===== config.mk =====
export PLATFORM = sky130hd
export DESIGN_NAME = bpsk_demodulator
export DESIGN_NICKNAME = d
export VERILOG_FILES = /design/src/rtl/bpsk_pkg.sv /design/src/rtl/bpsk_bit_correlator.sv /design/src/rtl/bpsk_demodulator.sv
export SDC_FILE = /design/constraint.sdc
export NUM_CORES = 1
export LEC_CHECK = 0
export ABC_AREA = 1
export ABC_CLOCK_PERIOD_IN_PS = 8150
export CORE_MARGIN = 2
export CORE_UTILIZATION = 45
export DETAILED_ROUTE_END_ITERATION = 10
export GPL_TIMING_DRIVEN = 0
export PLACE_DENSITY = 0.59
export SLEW_MARGIN = 15
export SYNTH_ARGS = -nofsm -noshare
export SYNTH_HDL_FRONTEND = slang
export SYNTH_SLANG_ARGS = --single-unit

===== constraint.sdc =====
create_clock -name clk -period 8.15 [get_ports clk]
set_input_delay 0.815 -clock clk [delete_from_list [all_inputs] [get_ports clk]]
set_output_delay 0.815 -clock clk [all_outputs]
set_load 0.03 [all_outputs]

===== src/rtl/bpsk_pkg.sv =====
// bpsk_pkg: constants shared by the BPSK transmit and receive paths.
//   SPB        samples per bit (power of two)
//   WORD_W     decoded bits per output word
//   state_e    receiver FSM states
//   CARRIER    signed 16-bit sine table, one entry per sample of a bit
//   modulate() symbol mapping used by the transmitter (1 = +carrier, 0 = -carrier)
package bpsk_pkg;

  localparam int unsigned SPB       = 8;
  localparam int unsigned WORD_W    = 16;
  localparam int unsigned SAMPLE_W  = 16;
  localparam int unsigned PROD_W    = 2 * SAMPLE_W;
  localparam int unsigned CAR_IDX_W = $clog2(SPB);

  typedef enum logic {
    ST_IDLE = 1'b0,
    ST_RUN  = 1'b1
  } state_e;

  // One full sine period, phase index 0 at the first sample of every bit.
  localparam logic signed [SAMPLE_W-1:0] CARRIER [SPB] = '{
    16'sd0,
    16'sd23170,
    16'sd32767,
    16'sd23170,
    16'sd0,
    -16'sd23170,
    -16'sd32767,
    -16'sd23170
  };

  // Carrier value at a given phase index.
  function automatic logic signed [SAMPLE_W-1:0] carrier_at(input logic [CAR_IDX_W-1:0] idx);
    return CARRIER[idx];
  endfunction

  // Transmit-side sample for one bit at one phase index.
  function automatic logic signed [SAMPLE_W-1:0] modulate(input logic b,
                                                          input logic [CAR_IDX_W-1:0] idx);
    logic signed [SAMPLE_W-1:0] c;
    c = CARRIER[idx];
    return b ? c : -c;
  endfunction

endpackage


===== src/rtl/bpsk_bit_correlator.sv =====
// bpsk_bit_correlator: multiplies each accepted sample by the carrier, sums
// over one bit period and decides the bit from the sign of the sum.
//   clk, rst     clock and synchronous active-high reset
//   en           process this sample
//   start        this sample is phase 0 of a fresh bit (discard partial sum)
//   sample       signed received sample
//   bit_done_c   high in the cycle the SPB-th sample of a bit is processed
//   bit_c        decision for that bit (1 when sum > 0, else 0)
module bpsk_bit_correlator #(
  parameter int unsigned SPB = bpsk_pkg::SPB
) (
  input  logic                clk,
  input  logic                rst,
  input  logic                en,
  input  logic                start,
  input  logic signed [15:0]  sample,
  output logic                bit_done_c,
  output logic                bit_c
);
  import bpsk_pkg::*;

  localparam int unsigned PH_W  = $clog2(SPB);
  localparam int unsigned ACC_W = PROD_W + PH_W;

  logic signed [ACC_W-1:0]  acc_q, acc_d;
  logic [PH_W-1:0]          phase_q, phase_d;

  logic signed [ACC_W-1:0]  acc_base_c;
  logic [PH_W-1:0]          phase_cur_c;
  logic signed [15:0]       car_c;
  logic signed [PROD_W-1:0] prod_c;
  logic signed [ACC_W-1:0]  sum_c;

  // MAC and bit-boundary detection; a start sample behaves as phase 0 on an empty sum.
  always_comb begin
    acc_d       = acc_q;
    phase_d     = phase_q;
    acc_base_c  = start ? '0 : acc_q;
    phase_cur_c = start ? '0 : phase_q;
    car_c       = carrier_at(CAR_IDX_W'(phase_cur_c));
    prod_c      = PROD_W'(sample) * PROD_W'(car_c);
    sum_c       = acc_base_c + ACC_W'(prod_c);
    bit_done_c  = en && (phase_cur_c == PH_W'(SPB - 1));
    // Strictly positive wins; zero (tie) decides 0.
    bit_c       = !sum_c[ACC_W-1] && (sum_c != '0);
    if (en) begin
      if (bit_done_c) begin
        acc_d   = '0;
        phase_d = '0;
      end else begin
        acc_d   = sum_c;
        phase_d = phase_cur_c + PH_W'(1);
      end
    end
  end

  always_ff @(posedge clk) begin
    if (rst) begin
      acc_q   <= '0;
      phase_q <= '0;
    end else begin
      acc_q   <= acc_d;
      phase_q <= phase_d;
    end
  end

endmodule


===== src/rtl/bpsk_demodulator.sv =====
// bpsk_demodulator: coherent BPSK receiver producing bits and packed words.
//   clk, rst   clock and synchronous active-high reset
//   en         sample strobe; sof marks the first sample of a frame
//   sample     signed 16-bit received sample
//   bit_out    most recent decided bit, bit_valid pulses when it updates
//   data       last complete word (first bit in MSB), valid pulses when it updates
//   busy       high while receiving a frame
module bpsk_demodulator #(
  parameter int unsigned SPB    = bpsk_pkg::SPB,
  parameter int unsigned WORD_W = bpsk_pkg::WORD_W
) (
  input  logic              clk,
  input  logic              rst,
  input  logic              en,
  input  logic              sof,
  input  logic [15:0]       sample,
  output logic              bit_out,
  output logic              bit_valid,
  output logic [WORD_W-1:0] data,
  output logic              valid,
  output logic              busy
);
  import bpsk_pkg::*;

  localparam int unsigned CNT_W = (WORD_W > 1) ? $clog2(WORD_W) : 1;

  state_e              state_q, state_d;
  logic [CNT_W-1:0]    cnt_q, cnt_d;
  logic [WORD_W-1:0]   shreg_q, shreg_d;
  logic [WORD_W-1:0]   data_q, data_d;
  logic                bit_out_q, bit_out_d;
  logic                bit_valid_q, bit_valid_d;
  logic                valid_q, valid_d;
  logic                busy_q, busy_d;

  logic                start_c;
  logic                proc_c;
  logic                bit_done_c;
  logic                bit_c;
  logic [WORD_W-1:0]   shifted_c;

  // In IDLE only a sof sample is processed; in RUN every accepted sample is.
  assign start_c = en & sof;
  assign proc_c  = en & (sof | (state_q == ST_RUN));

  bpsk_bit_correlator #(
    .SPB (SPB)
  ) u_corr (
    .clk        (clk),
    .rst        (rst),
    .en         (proc_c),
    .start      (start_c),
    .sample     (sample),
    .bit_done_c (bit_done_c),
    .bit_c      (bit_c)
  );

  // Frame control, MSB-first word assembly and output pulses.
  always_comb begin
    state_d     = state_q;
    cnt_d       = cnt_q;
    shreg_d     = shreg_q;
    data_d      = data_q;
    bit_out_d   = bit_out_q;
    bit_valid_d = 1'b0;
    valid_d     = 1'b0;
    shifted_c   = WORD_W'({shreg_q, bit_c});

    if (start_c) begin
      state_d = ST_RUN;
      cnt_d   = '0;
      shreg_d = '0;
    end

    if (bit_done_c) begin
      bit_out_d   = bit_c;
      bit_valid_d = 1'b1;
      shreg_d     = shifted_c;
      if (cnt_q == CNT_W'(WORD_W - 1)) begin
        data_d  = shifted_c;
        valid_d = 1'b1;
        cnt_d   = '0;
      end else begin
        cnt_d   = cnt_q + CNT_W'(1);
      end
    end

    busy_d = (state_d == ST_RUN);
  end

  always_ff @(posedge clk) begin
    if (rst) begin
      state_q     <= ST_IDLE;
      cnt_q       <= '0;
      shreg_q     <= '0;
      data_q      <= '0;
      bit_out_q   <= 1'b0;
      bit_valid_q <= 1'b0;
      valid_q     <= 1'b0;
      busy_q      <= 1'b0;
    end else begin
      state_q     <= state_d;
      cnt_q       <= cnt_d;
      shreg_q     <= shreg_d;
      data_q      <= data_d;
      bit_out_q   <= bit_out_d;
      bit_valid_q <= bit_valid_d;
      valid_q     <= valid_d;
      busy_q      <= busy_d;
    end
  end

  assign bit_out   = bit_out_q;
  assign bit_valid = bit_valid_q;
  assign data      = data_q;
  assign valid     = valid_q;
  assign busy      = busy_q;

endmodule

==> impl_metrics.yaml <==
pwr:
  p_int_uw: 1410
  p_comb_frac: 0.702
  power_frac_seq: 0.153
  power_leakage_uw: 0.00864
  clock_power_share: 0.145
  cellPowerDensity_nw_per_um2: 186
  p_sw_frac: 0.526
  power_switching_uw: 1570
  peakVddDrop_mv: 0.128
synthesis:
  syn_area_um2: 14600
  synthFlopType: "dfxtp_1"
  synth_top_cell_by_area: "fa_1"
  synth.area.top_cells: "fa_1 (39%), inv_1 (14%), dfxtp_1 (11%)"
  synth_compound_area_frac: 0.0482
  muxShareOfSynthArea: 0
  synthCells: 1881
  synth.avg_cell_area_um2: 7.74
  synth_cell_types: 35
  synthArstFlopShare: 0
  synth_edf_count: 0
  yosysTopAreaCellShare: 0.388
  synth_top_family_by_area: "adder cells"
  yosys.area_share.simple: 0.184
  ys_ff_latch: 77
  ys_warn_count: 0
  synthXorXnorAreaFrac: 0.0180
  ys_seq_area_frac: 0.106
  synth_fa_ha_area_frac: 0.491
  syn_nets: 2304
worst_hold_path:
  hp-class: "reg2reg"
  hold_depth: 2
  worstHoldStart: "u_corr.acc_q[14]$_SDFFE_PP0P_"
cts:
  cts_hold_buf: 0
  cts_buffers: 9
  cts_tree: "done"
  clk_latency_ns: 0.35
  cts_buffer_depth: 2
  h-tree-depth: 3
  clock_sinks: 77
  clk_pin_slew_ns: 0.07
  root_buffer: "clkbuf_16"
worst_setup_path:
  cp_top_family: "adder cells"
  worst-path-buf-inv: 7
  crit_fanout: 10
  start_kind: "input pin"
  r2r.worst_path.cells: 28
  cp_slowest_cell: "fa_1"
  startpoint: "en"
  cp.required_ns: 8.36
  critPathCaptureType: "flop"
  critPathMostFrequentCell: "fa_1"
  worstSetupPathType: "in2reg"
  crit_cells: 32
  crit_path_max_incr_delay_ns: 0.58
  r2r_start: "u_corr.phase_q[1]$_SDFFE_PP0P_"
  worstPathArrival_ns: 7.96
sta:
  period_needed_ns: 7.75
  hold_viol_final: 0
  setup_slack_ns: 0.400
  slew_headroom: 0.307
  fmax_mhz: 129
  finalMaxSlewViolations: 0
  fin_crit_sh: 0.951
  setup_viol: 0
  fin_skew_ns: 0.00971
  tightest_slew_ns: 1.04
  holdWs_ns: 0.466
routing:
  dr.pass1.iters: 5
  vias: 11300
  ant_nets: 0
  drc_errors: 0
  postRouteWirelength_um: 37300
  post_drt_wl_per_cell_um: 15.9
  drt_iter0_markers: 596
  avgViaCountPerCell: 4.80
floorplan:
  start_util: 0.459
  die_height_um: 184
  die_x_um: 184
  core-area_um2: 31700
  rows: 65
  pin_count: 40
  die_area_um2: 33800
placement:
  place_ws_ns: -0.804
  placed_cell_area_um2: 15500
  portBuffers: 39
  place_congestion: 0.927
  dp_hpwl_um: 33300
grt:
  grt_pass1_vias: 12100
  grt_max_degree: 30
  track_usage: 0.240
  antenna_found_initial: 0
  gr-total-overflow: 0
  busiest_layer: "met2"
  grt_pass1_wl_um: 62700
  met3_usage: 0.0337
  use_met2: 0.410
  use_met1: 0.319
finish:
  design_area_um2: 16100
  antenna_cells: 0
  layout.nets: 2365
  final_cell_mix: "inv_1 (542), nand2_1 (355), fa_1 (282)"
  drive_above_1_share: 0.0519
  final_common_cell: "inv_1"
  syn_to_final_growth_pct: 10.2
status:
  status: "finished clean"
job:
  cap_violations: 0
final cells by class:
cell class                 count  area (µm²)
inverter                     562        2140
multi-input combinational   1212       11000
fill                        3175       15700
buffer                        30         130
sequential                    77        1540
clock buffer                   9         225
clock inverter                 7        91.3
tap                          402         503
timing repair buffer          50         473
power groups by stage:
stage                     registers, µW  logic [µW]  clock network (µW)
after floorplan                     450        1540                   0
after global placement              463        2080                   0
after detailed placement            464        2080                   0
after CTS                           456        2110                 438
after global routing                459        2450                 449
final                               456        2100                 432
synthesized netlist by cell type, types with 2 or more instances:
library cell and instances:
fa_1 282, and2_1 6, nand2_4 2, nor3_1 2, nand2_2 3, nand3_1 48, clkbuf_1 23, xnor2_1 11
o21ai_1 3, nand3_2 4, nand3b_1 2, a32o_1 10, nor2_2 8, o22ai_1 6, buf_1 3, buf_2 4
o21ai_0 33, nand4_1 14, nand2_1 355, inv_2 11, ha_1 121, o21bai_1 7, nor2_1 204, xor2_1 19
inv_1 551, a21oi_1 63, dfxtp_1 77, or2_2 2
worst paths after layout:
kind                                                 endpoint  slack [ns]
worst max-delay path                     bit_out$_SDFFE_PP0P_        0.40
worst min-delay path            u_corr.acc_q[14]$_SDFFE_PP0P_        0.47
worst min register to register  u_corr.acc_q[14]$_SDFFE_PP0P_        0.47
worst max register to register           bit_out$_SDFFE_PP0P_        1.14
cell families after synthesis:
kind of cell / Yosys count
XOR/XNOR: 30
AO/OA/AOI/OAI: 124
AND/OR/NAND/NOR: 655
flip-flops: 77
buffers and inverters: 592
adder cells (fa/ha/maj): 403
through the flow:
| step | setup TNS [ns] | power (µW) | util | instances |
|---|---|---|---|---|
| after floorplan | 0 | 1990 | - | 1881 |
| after global placement | -8.60 | 2540 | 0.487 | 2322 |
| after detailed placement | -7.79 | 2550 | 0.488 | 2322 |
| after CTS | 0 | 3010 | 0.499 | 2339 |
| after global routing | -0.0123 | 3360 | 0.506 | 2349 |
| final | 0 | 2980 | 0.506 | 2349 |
repair_timing:
item / CTS / global route
buffers inserted: 1 / 10
gates resized for setup: 19 / 44
cloned: 0 / 0
pin swaps: 0 / 5
endpoints found under the setup margin: 8 / 5
worst register-to-register path: cells and delay by family (launching register included):
family | cells | cell delay, ns
AO/OA/AOI/OAI | 2 | 0.41
flip-flops | 1 | 0.38
adder cells (fa/ha/maj) | 7 | 3.38
AND/OR/NAND/NOR | 13 | 1.82
buffers and inverters | 6 | 0.88
sequential cells by signal, indices dropped and copies added (netlist names):
name,count
u_corr.acc_q,35
shreg_q,15
valid,1
u_corr.phase_q,3
data,16
busy,1
bit_out,1
cnt_q,4
bit_valid,1
routing by layer:
metal	up-vias	routed length (µm)
met4	0	980
met5	-	0
met1	5490	16900
li1	5576	-
met2	180	18000
met3	39	1430
(Power assumes the default switching activity.)
